**config.mk**
```make
export PLATFORM = sky130hd
export DESIGN_NAME = instruction_fetch_unit
export DESIGN_NICKNAME = d
export VERILOG_FILES = /design/src/rtl/instruction_fetch_unit.sv
export SDC_FILE = /design/constraint.sdc
export NUM_CORES = 1
export LEC_CHECK = 0
export ABC_AREA = 1
export BUFFER_PORTS_ARGS = -buffer_cell sky130_fd_sc_hd__buf_2
export CAP_MARGIN = 40
export CELL_PAD_IN_SITES_DETAIL_PLACEMENT = 1
export CELL_PAD_IN_SITES_GLOBAL_PLACEMENT = 2
export CORE_MARGIN = 4
export CORE_UTILIZATION = 38
export CTS_CLUSTER_DIAMETER = 80
export DETAILED_ROUTE_END_ITERATION = 12
export PLACE_DENSITY_LB_ADDON = 0.2
export REMOVE_ABC_BUFFERS = 1
export SYNTH_ARGS = -nofsm -noshare
export SYNTH_HDL_FRONTEND = slang
export SYNTH_SLANG_ARGS = --single-unit
export TNS_END_PERCENT = 100
```
**constraint.sdc**
```tcl
create_clock -name clk -period 3.9 [get_ports clk]
set_clock_uncertainty 0.05 [all_clocks]
set_input_delay 0.585 -clock clk [delete_from_list [all_inputs] [get_ports clk]]
set_output_delay 0.585 -clock clk [all_outputs]
set_load 0.005 [all_outputs]
```
**src/rtl/instruction_fetch_unit.sv**
```systemverilog
// Fetch stage: owns the PC, drives instruction memory with fixed 1-cycle latency,
// buffers {instr, pc, fault} entries in a small FIFO and hands them to decode.
module instruction_fetch_unit #(
  parameter logic [31:0] RESET_VECTOR = 32'h0100_0000,
  parameter logic [31:0] MEM_BASE     = 32'h0100_0000,
  parameter int unsigned MEM_BYTES    = 4096,
  parameter int unsigned FIFO_DEPTH   = 4
) (
  input  logic        clk,
  input  logic        rst_n,
  output logic        imem_read_enable,
  output logic [31:0] imem_address,
  input  logic [31:0] imem_instruction,
  input  logic        redirect_valid,
  input  logic [31:0] redirect_pc,
  output logic        fetch_valid,
  input  logic        fetch_ready,
  output logic [31:0] fetch_instr,
  output logic [31:0] fetch_pc,
  output logic        fetch_fault
);

  localparam int unsigned PW = (FIFO_DEPTH > 1) ? $clog2(FIFO_DEPTH) : 1;
  localparam int unsigned CW = $clog2(FIFO_DEPTH + 1);
  localparam logic [CW-1:0] DEPTH_C = CW'(FIFO_DEPTH);
  localparam logic [31:0] NOP_INSTR = 32'h0000_0013;

  typedef enum logic {
    RUN  = 1'b0,
    HALT = 1'b1
  } state_e;

  state_e          state_q, state_d;
  logic [31:0]     pc_q, pc_d;
  logic [CW-1:0]   count_q, count_d;
  logic [PW-1:0]   rd_ptr_q, rd_ptr_d;
  logic [PW-1:0]   wr_ptr_q, wr_ptr_d;
  logic            infl_valid_q, infl_valid_d;
  logic            infl_fault_q, infl_fault_d;
  logic [31:0]     infl_pc_q, infl_pc_d;

  logic [31:0]     buf_instr_q [FIFO_DEPTH];
  logic [31:0]     buf_pc_q    [FIFO_DEPTH];
  logic            buf_fault_q [FIFO_DEPTH];

  logic            pc_legal;
  logic            credit_ok;
  logic            issue_slot;
  logic            fifo_empty;
  logic            push;
  logic            pop;
  logic [31:0]     push_instr;

  // In-flight reads hold a FIFO credit so a same-cycle pop never has to be counted.
  assign pc_legal   = (pc_q[1:0] == 2'b00) && (pc_q >= MEM_BASE) &&
                      ((pc_q - MEM_BASE) < 32'(MEM_BYTES));
  assign credit_ok  = (count_q + CW'(infl_valid_q)) < DEPTH_C;
  assign issue_slot = (state_q == RUN) && credit_ok;
  assign fifo_empty = (count_q == '0);
  assign push       = infl_valid_q && !redirect_valid;
  assign pop        = !fifo_empty && fetch_ready && !redirect_valid;
  assign push_instr = infl_fault_q ? NOP_INSTR : imem_instruction;

  always_ff @(posedge clk or negedge rst_n) begin
    if (!rst_n) state_q <= RUN;
    else        state_q <= state_d;
  end

  always_comb begin
    state_d = state_q;
    if (redirect_valid)                state_d = RUN;
    else if (issue_slot && !pc_legal)  state_d = HALT;
  end

  // rst_n gate keeps the strobe low while reset is held even though state resets to RUN.
  always_comb begin
    imem_read_enable = issue_slot && pc_legal && rst_n;
    imem_address     = pc_q;
    fetch_valid      = !fifo_empty;
    fetch_instr      = '0;
    fetch_pc         = '0;
    fetch_fault      = 1'b0;
    if (!fifo_empty) begin
      fetch_instr = buf_instr_q[rd_ptr_q];
      fetch_pc    = buf_pc_q[rd_ptr_q];
      fetch_fault = buf_fault_q[rd_ptr_q];
    end
  end

  always_comb begin
    pc_d         = pc_q;
    count_d      = count_q;
    rd_ptr_d     = rd_ptr_q;
    wr_ptr_d     = wr_ptr_q;
    infl_valid_d = 1'b0;
    infl_fault_d = infl_fault_q;
    infl_pc_d    = infl_pc_q;
    if (redirect_valid) begin
      pc_d         = redirect_pc;
      count_d      = '0;
      rd_ptr_d     = '0;
      wr_ptr_d     = '0;
      infl_fault_d = 1'b0;
    end else begin
      if (issue_slot) begin
        infl_valid_d = 1'b1;
        infl_pc_d    = pc_q;
        infl_fault_d = !pc_legal;
        if (pc_legal) pc_d = pc_q + 32'd4;
      end
      if (push) wr_ptr_d = wr_ptr_q + PW'(1);
      if (pop)  rd_ptr_d = rd_ptr_q + PW'(1);
      count_d = count_q + CW'(push) - CW'(pop);
    end
  end

  always_ff @(posedge clk or negedge rst_n) begin
    if (!rst_n) begin
      pc_q         <= RESET_VECTOR;
      count_q      <= '0;
      rd_ptr_q     <= '0;
      wr_ptr_q     <= '0;
      infl_valid_q <= 1'b0;
      infl_fault_q <= 1'b0;
      infl_pc_q    <= '0;
      for (int unsigned i = 0; i < FIFO_DEPTH; i++) begin
        buf_instr_q[i] <= '0;
        buf_pc_q[i]    <= '0;
        buf_fault_q[i] <= 1'b0;
      end
    end else begin
      pc_q         <= pc_d;
      count_q      <= count_d;
      rd_ptr_q     <= rd_ptr_d;
      wr_ptr_q     <= wr_ptr_d;
      infl_valid_q <= infl_valid_d;
      infl_fault_q <= infl_fault_d;
      infl_pc_q    <= infl_pc_d;
      if (push) begin
        buf_instr_q[wr_ptr_q] <= push_instr;
        buf_pc_q[wr_ptr_q]    <= infl_pc_q;
        buf_fault_q[wr_ptr_q] <= infl_fault_q;
      end
    end
  end

endmodule
```
==> metrics, run 1 <==
H-tree levels 2; portion of the post-synthesis area used by sequential elements 54.7%; starting density of the core 38.5%; setup repair after global routing missed its margin false; warnings from Yosys 0; Slew @ Worst Pin 0.848 ns; endpoint arrival time on the critical path 2.44 ns; TritonCTS clock tree done; nature of the critical path startpoint flop; fraction of post-synthesis cell area in the top cell type by area 54.5%; wire length of the first global-routing pass 76,400 µm; Post-CTS Repair Setup Buffers 0; kind of end point of the critical path output port; Buffers on Ports 166; final core occ 44.8%; pre-CTS worst setup slack 1.34 ns; area of the mapped netlist 15,300 µm²; number of search-and-repair iterations in the first detailed-routing pass 5; CTS Sinks 334; top cell family by delay on the critical path buffers and inverters; internal power 8.15 mW; combinational fraction of design power 33.0%; Die ar. 43,500 µm²; CP max FO 38; number of synthesized register bits 334; weighted congestion at the end of routability-driven global placement 0.750; Detailed Place HPWL 28,900 µm; number of routed nets with antenna violations 0; count of routing violations after the opening detailed-route iteration 760; most frequent cells after synthesis 534 x sky130_fd_sc_hd__nand2_1, 340 x sky130_fd_sc_hd__o21ai_0, 333 x sky130_fd_sc_hd__dfrtp_1; post-DR vias/cell 5.05; stage delay of the slowest cell on the critical path 0.44 ns; number of enable flip-flop cells after synthesis 0; required time worst endpoint 3.26 ns; total power divided by cell area 731 nW/µm²; clk buf depth 3; most common cell in the synthesized netlist sky130_fd_sc_hd__nand2_1; top_reg_cell synth sky130_fd_sc_hd__dfrtp_1; sequential fraction of design power 39.6%; final period demand of the worst path 3.08 ns; register clock-pin slew on the reported worst setup and hold paths 0.06 ns; maximum number of pins on one net before global-route repair 132; cell type with the highest occurrence count on the critical path sky130_fd_sc_hd__a21oi_1; vertical die dimension 209 µm; fin area 17,800 µm²; Top-Level Pins 167; Area growth, synth to finish 16.3%; dominant cells by area after synthesis sky130_fd_sc_hd__dfrtp_1 54%, sky130_fd_sc_hd__nand2_1 13%, sky130_fd_sc_hd__o21ai_0 11%, sky130_fd_sc_hd__nor2_1 4.5%, sky130_fd_sc_hd__a21oi_1 4.4%; final-layout fill cell count 4,911; Max-slew headroom 43.5%; final max-slew violation count 0; detailed-route wire length 46,500 µm; horizontal die dimension 209 µm; synthesized area divided by synthesized cell count 7.97 µm²; number of instances in the synthesized netlist 1,919; root buffer cell sky130_fd_sc_hd__clkbuf_16; type of the worst min-delay path in2reg; CP Cell Sequence clkinv_2 > buf_12 > a21oi_1 > o21ai_0 > a21oi_1 > buf_2; Synth async-reset ratio 100%; result of the run finished, final reports clean; antenna violations before repair 0; total number of vias 13,000; final critical-path share of the clock period 78.9%; area of the core 39,700 µm²; final count of hold timing violations 0; source-to-sink clock delay at the later pin of the worst-skew pair 0.53 ns; sum of overflow across all layers after global routing 0; number of global-route vias before repair 13,900; Sw Ratio 37.3%; leakage power figure 8.96 nW; count of different cell masters after synthesis 28; n_diodes 0; cell taking the most area after synthesis sky130_fd_sc_hd__dfrtp_1; DRC violation count after routing 0; Buf+Inv Stages, Crit Path 3; peak ir drop on the vdd network 0.301 mV; Final nets 2,110; kind of critical path reg2out; TritonCTS buffer count 39; average wire length per cell after detail routing 18.0 µm; number of placement rows 73; upper clock frequency limit 325 MHz; setup violation total in the final timing report 0; all-layer global routing usage 21.4%; post-route setup slack 0.824 ns; number of max-capacitance violations reported 0; share of post-route cells with drive strength above 1 13.5%; cell with the largest stage delay on the worst path sky130_fd_sc_hd__clkinv_2; switching power 4.86 mW; area after detailed placement 16,500 µm²; part of the total power dissipated in the clock network 27.4%
-- path summary, 6_finish.rpt --
path                       slack (ns)             start  depth (start not counted)               end
setup reg to reg                 1.54        count_q[0]                          9     infl_pc_q[29]
setup / recovery                 0.82       rd_ptr_q[1]                          6    fetch_instr[4]
hold reg to reg                  0.42  buf_instr_q[107]                          2  buf_instr_q[107]
hold / removal                   0.21   redirect_pc[30]                          3  imem_address[30]
max in group asynchronous        2.09             rst_n                          3  imem_address[18]
min in group asynchronous        0.51             rst_n                          2   buf_instr_q[76]
-- per-stage QoR --
step | std cells | power [mW] | setup TNS [ns] | hold WS [ns]
after global placement | 2514 | 9.42 | 0 | 0.406
after floorplan | 1795 | 7.64 | -42.78 | 0.239
after CTS | 2584 | 13.2 | 0 | 0.186
final | 2584 | 13.0 | 0 | 0.207
after global routing | 2584 | 14.1 | 0 | 0.199
after detailed placement | 2516 | 9.58 | 0 | 0.411
-- flip-flops by register name, summed over array words and instances, names as in the netlist --
signal and cells:
rd_ptr_q 2, infl_fault_q 1, buf_pc_q 128, wr_ptr_q 2, state_q 1, count_q 3
imem_address 32, buf_instr_q 128, infl_pc_q 32, infl_valid_q 1, buf_fault_q 4
-- cell families after synthesis --
| group | Yosys count | share of synthesized area, % |
|---|---|---|
| xor gates and xnor gates | 4 | 0.229 |
| and+or+nand+nor | 774 | 19.7 |
| buffers and inverters | 295 | 8.08 |
| AOI/OAI and AO/OA | 503 | 16.5 |
| DFF | 334 | 54.7 |
| adders and majority gates | 9 | 0.786 |
-- repair_timing --
action	CTS	global route
endpoints found under the hold margin	40	0
hold buffers	1	0
resized for setup	0	0
-- final cells by class --
class	instances	area, µm²	area share, %
Tap cell	525	657	3.69
Sequential cell	334	8370	47.1
Timing Repair Buffer	197	1160	6.54
Clock buffer	56	1150	6.48
Clock inverter	11	82.6	0.464
Inverter	171	646	3.63
Multi-Input combinational cell	1290	5710	32.1
-- power by group through the flow --
stage,sequential [mW],combinational (mW),clock (mW)
after global placement,5.16,4.26,0
after CTS,5.17,4.40,3.65
after floorplan,5.17,2.47,0
final,5.16,4.29,3.56
after global routing,5.29,4.95,3.81
after detailed placement,5.22,4.36,0
-- metal layers --
layer | track usage (%) | vias to the layer above | share of wire [%]
met4 | 4.10 | 0 | 1.3
met1 | 29.8 | 6483 | 47
met2 | 36.1 | 205 | 48
met3 | 3.12 | 44 | 3.7
li1 | - | 6310 | -
met5 | 0 | - | 0
-- cells in the final DEF, fill, tap and decap left out, drive strengths merged, types with 4 or more instances in the layout --
cell type,count
dfrtp,333
o21ai,368
clkbuf,56
nor2,185
nand2,538
a21oi,133
inv,169
buf,196
ha,8
clkinv,11
nand3,43
or2,4
-- worst register-to-register path, stage by stage (launching register included) --
cell	delay, ns
sky130_fd_sc_hd__dfrtp_1	0.42
sky130_fd_sc_hd__nand3_1	0.13
sky130_fd_sc_hd__nand2_1	0.07
sky130_fd_sc_hd__nand2_1	0.05
sky130_fd_sc_hd__nor2_2	0.15
sky130_fd_sc_hd__inv_2	0.07
sky130_fd_sc_hd__nor2_4	0.62
sky130_fd_sc_hd__buf_4	0.46
sky130_fd_sc_hd__nand2_1	0.13
sky130_fd_sc_hd__o21ai_1	0.10
No activity file was read; power rests on OpenSTA's default activity.
==> run 2, diff against run 1 <==
--- a/config.mk
+++ b/config.mk
@@ -11,7 +11,7 @@
 export CELL_PAD_IN_SITES_DETAIL_PLACEMENT = 1
 export CELL_PAD_IN_SITES_GLOBAL_PLACEMENT = 2
 export CORE_MARGIN = 4
-export CORE_UTILIZATION = 38
+export CORE_UTILIZATION = 31
 export CTS_CLUSTER_DIAMETER = 80
 export DETAILED_ROUTE_END_ITERATION = 12
 export PLACE_DENSITY_LB_ADDON = 0.2
==> constraint.sdc (replaced) <==
create_clock -name clk -period 2.6 [get_ports clk]
set_clock_uncertainty 0.05 [all_clocks]
set_input_delay 0.39 -clock clk [delete_from_list [all_inputs] [get_ports clk]]
set_output_delay 0.39 -clock clk [all_outputs]
set_load 0.005 [all_outputs]
==> metrics, run 2 (synthesis results as in run 1) <==
nature of the critical path startpoint flop; combinational fraction of design power 35.2%; final critical-path share of the clock period 99.0%; total power divided by cell area 1090 nW/µm²; result of the run finished, final reports clean; CP max FO 42; vertical die dimension 230 µm; kind of critical path reg2out; fin area 18,700 µm²; GRT Max-Usage Layer met2; part of the total power dissipated in the clock network 26.8%; global-route met1 utilization 26.2%; Final nets 2,158; Die ar. 52,900 µm²; Pwr Total 20.4 mW; Sw Ratio 37.2%; average wire length per cell after detail routing 18.3 µm; count of routing violations after the opening detailed-route iteration 779; TritonCTS buffer count 41; horizontal die dimension 230 µm; global routing met2 resource utilization 30.3%; TritonCTS clock tree done; kind of end point of the critical path output port; peak ir drop on the vdd network 0.491 mV; Detailed Place HPWL 30,900 µm; final count of hold timing violations 0; most frequent cells in the layout 534 x sky130_fd_sc_hd__nand2_1, 331 x sky130_fd_sc_hd__dfrtp_1, 318 x sky130_fd_sc_hd__o21ai_0; Slew @ Worst Pin 0.821 ns; number of routed nets with antenna violations 0; type of the worst min-delay path in2reg; number of max-capacitance violations reported 0; Top-Level Pins 167; post-DR vias/cell 4.78; endpoint arrival time on the critical path 2.13 ns; sequential fraction of design power 38.0%; maximum number of pins on one net before global-route repair 130; clk buf depth 3; setup violation total in the final timing report 0; commonest non-fill, non-tap cell in the layout sky130_fd_sc_hd__nand2_1; Max-slew headroom 45.3%; final period demand of the worst path 2.57 ns; required time worst endpoint 2.16 ns; source-to-sink clock delay at the later pin of the worst-skew pair 0.55 ns; starting density of the core 31.3%; Area growth, synth to finish 22.1%; final max-slew violation count 0; weighted congestion at the end of routability-driven global placement 0.742; all-layer global routing usage 18.6%; total number of vias 13,200; sum of overflow across all layers after global routing 0; number of global-route vias before repair 13,600; switching power 7.57 mW; number of placement rows 81; area of the core 48,800 µm²; share of post-route cells with drive strength above 1 14.8%; upper clock frequency limit 389 MHz; detailed-route wire length 50,600 µm; number of search-and-repair iterations in the first detailed-routing pass 4; H-tree levels 2; area after detailed placement 16,900 µm²; wire length of the first global-routing pass 78,900 µm; register clock-pin slew on the reported worst setup and hold paths 0.06 ns; met3 Use GR 3.36%; antenna violations before repair 2; largest registers ranked by flip-flop count buf_instr_q (128), buf_pc_q (128); internal power 12.8 mW; CTS Sinks 334; DRC violation count after routing 0; root buffer cell sky130_fd_sc_hd__clkbuf_16; final-layout fill cell count 5,919; setup repair after global routing missed its margin true; leakage power figure 9.26 nW; Buffers on Ports 166
==> run 2: final cells by class <==
class	count	area [µm²]	area share (%)
Tap cell	664	831	4.45
Clock buffer	63	1230	6.60
Timing Repair Buffer	242	1780	9.53
Timing Repair inverter	1	8.76	0.0469
Sequential cell	334	8370	44.8
Inverter	171	656	3.51
Multi-Input combinational cell	1290	5770	30.9
Clock inverter	3	21.3	0.114
Antenna cell	1	2.50	0.0134
==> run 2: path summary, 6_finish.rpt <==
path                                     to        startpoint  slack (ns)  depth (start not counted)
setup / recovery               fetch_pc[16]       rd_ptr_q[0]        0.03                          5
hold / removal             imem_address[24]   redirect_pc[24]        0.05                          3
setup reg to reg                 count_q[2]        count_q[1]        0.39                         12
hold reg to reg            buf_instr_q[102]  buf_instr_q[102]        0.42                          2
max in group asynchronous   buf_instr_q[82]             rst_n        1.31                          3
min in group asynchronous     buf_pc_q[127]             rst_n        0.49                          3
==> run 2: metrics by stage <==
| stage | TNS (ns) | cells | utilization (%) | hold WS (ns) | setup WS, ns |
|---|---|---|---|---|---|
| 6_report | 0 | 2769 | 38.2 | 0.0466 | 0.0270 |
| 5_1_grt | -0.0467 | 2768 | 38.2 | 0.0354 | -0.0392 |
| 4_1_cts | -0.0290 | 2758 | 37.7 | 0.0174 | -0.0182 |
| 3_5_place_dp | 0 | 2668 | 34.5 | 0.411 | 0.436 |
| 3_3_place_gp | 0 | 2667 | 34.5 | 0.406 | 0.337 |
| 2_1_floorplan | -120.81 | 1795 | - | 0.0444 | -1.82 |
==> run 2: what timing repair did <==
item	in CTS	in global routing
buffers inserted	3	5
hold endpoints to repair	165	0
resized for setup	14	40
hold buffers	20	0
setup endpoints to repair	48	50
pin swaps	1	7
cloned	1	5
==> run 2: power by group through the flow <==
stage               combinational, mW  clock, mW  sequential, mW
floorplan                        3.44          0            7.64
global placement                 6.43          0            7.76
detailed placement               6.64          0            7.82
CTS                              6.84       5.63            7.76
global route                     8.19       5.85            7.97
finish                           7.17       5.46            7.75
==> run 2: per-layer routing <==
layer	wire, µm	share of wire (%)	vias up
met5	7	0.014	-
met4	857	1.7	2
met3	2000	4.0	59
met2	23500	46	228
met1	24200	48	6513
li1	-	-	6421
==> run 2: critical path, stage by stage, from the launching register on <==
cell                       delay [ns]
sky130_fd_sc_hd__dfrtp_4         0.55
sky130_fd_sc_hd__clkinv_8        0.14
sky130_fd_sc_hd__buf_16          0.21
sky130_fd_sc_hd__o21ai_0         0.39
sky130_fd_sc_hd__a21oi_1         0.12
sky130_fd_sc_hd__buf_2           0.15
==> run 3, diff against run 2 <==
--- a/config.mk
+++ b/config.mk
@@ -10,6 +10,7 @@
 export CAP_MARGIN = 40
 export CELL_PAD_IN_SITES_DETAIL_PLACEMENT = 1
 export CELL_PAD_IN_SITES_GLOBAL_PLACEMENT = 2
+export CORE_ASPECT_RATIO = 0.8
 export CORE_MARGIN = 4
 export CORE_UTILIZATION = 31
 export CTS_CLUSTER_DIAMETER = 80
==> metrics, run 3 (synthesis results as in run 1) <==
starting density of the core 31.5%; Final nets 2,155; all-layer global routing usage 19.1%; CTS Sinks 334; source-to-sink clock delay at the later pin of the worst-skew pair 0.54 ns; detailed-route wire length 53,300 µm; most frequent cells in the layout 534 x sky130_fd_sc_hd__nand2_1, 331 x sky130_fd_sc_hd__dfrtp_1, 312 x sky130_fd_sc_hd__o21ai_0; TritonCTS buffer count 39; Max-slew headroom 41.3%; type of the worst min-delay path in2reg; final core occ 38.5%; endpoint arrival time on the critical path 2.12 ns; n_diodes 0; largest registers ranked by flip-flop count buf_instr_q (128), buf_pc_q (128); result of the run finished, final reports clean; sum of overflow across all layers after global routing 0; setup repair after global routing missed its margin true; leakage power figure 9.30 nW; final max-slew violation count 0; Detailed Place HPWL 29,200 µm; Die ar. 53,000 µm²; post-DR vias/cell 4.86; sequential fraction of design power 37.5%; Top-Level Pins 167; combinational fraction of design power 36.5%; area of the multi-input gates 5770 µm²; required time worst endpoint 2.16 ns; internal power 12.9 mW; final period demand of the worst path 2.56 ns; TritonCTS clock tree done; peak ir drop on the vdd network 0.688 mV; number of placement rows 72; setup violation total in the final timing report 0; total number of vias 13,300; kind of critical path reg2out; Area growth, synth to finish 22.3%; total power divided by cell area 1110 nW/µm²; part of the total power dissipated in the clock network 26.0%; vertical die dimension 207 µm; setup_tns 0 ns; weighted congestion at the end of routability-driven global placement 0.715; number of routed nets with antenna violations 0; root buffer cell sky130_fd_sc_hd__clkbuf_16; number of search-and-repair iterations in the first detailed-routing pass 5; average wire length per cell after detail routing 19.5 µm; wire length of the first global-routing pass 80,900 µm; clk buf depth 3; H-tree levels 2; area of the core 48,600 µm²; register clock-pin slew on the reported worst setup and hold paths 0.06 ns; count of routing violations after the opening detailed-route iteration 700; DRC violation count after routing 0; nature of the critical path startpoint flop; Cell Count Post-Placement 2,629; Buffers on Ports 166; Slew @ Worst Pin 0.881 ns; Sequential Area 8370 µm²; kind of end point of the critical path output port; antenna violations before repair 1; final critical-path share of the clock period 98.5%; Pwr Total 20.8 mW; final-layout fill cell count 5,816; Sw Ratio 38.0%; CP max FO 8; final count of hold timing violations 0; number of global-route vias before repair 13,600; commonest non-fill, non-tap cell in the layout sky130_fd_sc_hd__nand2_1; upper clock frequency limit 390 MHz; final cell count without fillers 2,734; maximum number of pins on one net before global-route repair 150; switching power 7.91 mW; share of post-route cells with drive strength above 1 15.2%; number of max-capacitance violations reported 0; horizontal die dimension 256 µm
-- run 3: cell count changes in the layout (fill, tap and decap cells not counted), sizes merged --
cell	before	now
clkinvlp	1	0
dlygate4sd3	20	14
clkinv	4	10
clkbuf	67	68
bufinv	0	1
diode	1	0
-- run 3: cell type report --
cell class	count	area share [%]
clock inverter	8	0.348
inverter	171	3.51
timing repair buffer	240	9.99
clock buffer	60	6.24
sequential	334	44.8
timing repair inverter	2	0.0937
tap	629	4.21
multi-input combinational	1290	30.9
-- run 3: power groups by stage --
stage	Combinational, mW	Sequential [mW]	Clock (mW)
floorplan	3.44	7.64	0
global placement	6.67	7.78	0
detailed placement	6.81	7.85	0
CTS	7.00	7.78	5.57
global route	8.62	8.02	5.79
finish	7.60	7.79	5.41
-- run 3: metal layers --
| layer | share of wire, % | up-vias | track usage (%) | wire (µm) |
|---|---|---|---|---|
| met5 | 0 | - | 0 | 0 |
| met4 | 1.4 | 0 | 3.52 | 729 |
| met3 | 3.5 | 51 | 2.72 | 1880 |
| met2 | 46 | 211 | 31.8 | 24300 |
| met1 | 50 | 6596 | 27.1 | 26400 |
| li1 | - | 6431 | - | - |
-- run 3: worst max-delay path, stage by stage, from the launching register on --
cell and delay (ns):
sky130_fd_sc_hd__dfrtp_4 0.60, sky130_fd_sc_hd__clkinv_8 0.14, sky130_fd_sc_hd__buf_6 0.15, sky130_fd_sc_hd__buf_12 0.14
sky130_fd_sc_hd__o21ai_1 0.07, sky130_fd_sc_hd__buf_4 0.14, sky130_fd_sc_hd__a21oi_4 0.19, sky130_fd_sc_hd__buf_2 0.15
-- run 3: final timing paths --
check | depth (start not counted) | start | slack, ns | to
worst max-delay path | 7 | rd_ptr_q[0] | 0.04 | fetch_pc[17]
worst min-delay path | 3 | redirect_pc[1] | 0.03 | imem_address[1]
worst max register to register | 12 | count_q[1] | 0.24 | count_q[2]
worst min register to register | 2 | buf_instr_q[11] | 0.42 | buf_instr_q[11]
max in group asynchronous | 3 | rst_n | 1.14 | rd_ptr_q[0]
min in group asynchronous | 2 | rst_n | 0.22 | buf_instr_q[79]
-- run 3: timing repair --
item	in CTS	in global routing
endpoints found under the hold margin	159	0
resized for setup	8	51
hold buffers	14	0
pin swaps	1	10
gates cloned	1	12
endpoints found under the setup margin	8	39
buffers inserted	1	9
-- run 3: stage by stage --
step           worst slack [ns]  cell area, µm²  hold slack [ns]
5_1_grt                 -0.0652           18700           0.0324
3_3_place_gp              0.383           16900            0.161
6_report                 0.0384           18700           0.0308
3_5_place_dp              0.344           16900            0.161
4_1_cts                 0.00139           18300          0.00467
2_1_floorplan             -1.82           14700           0.0444
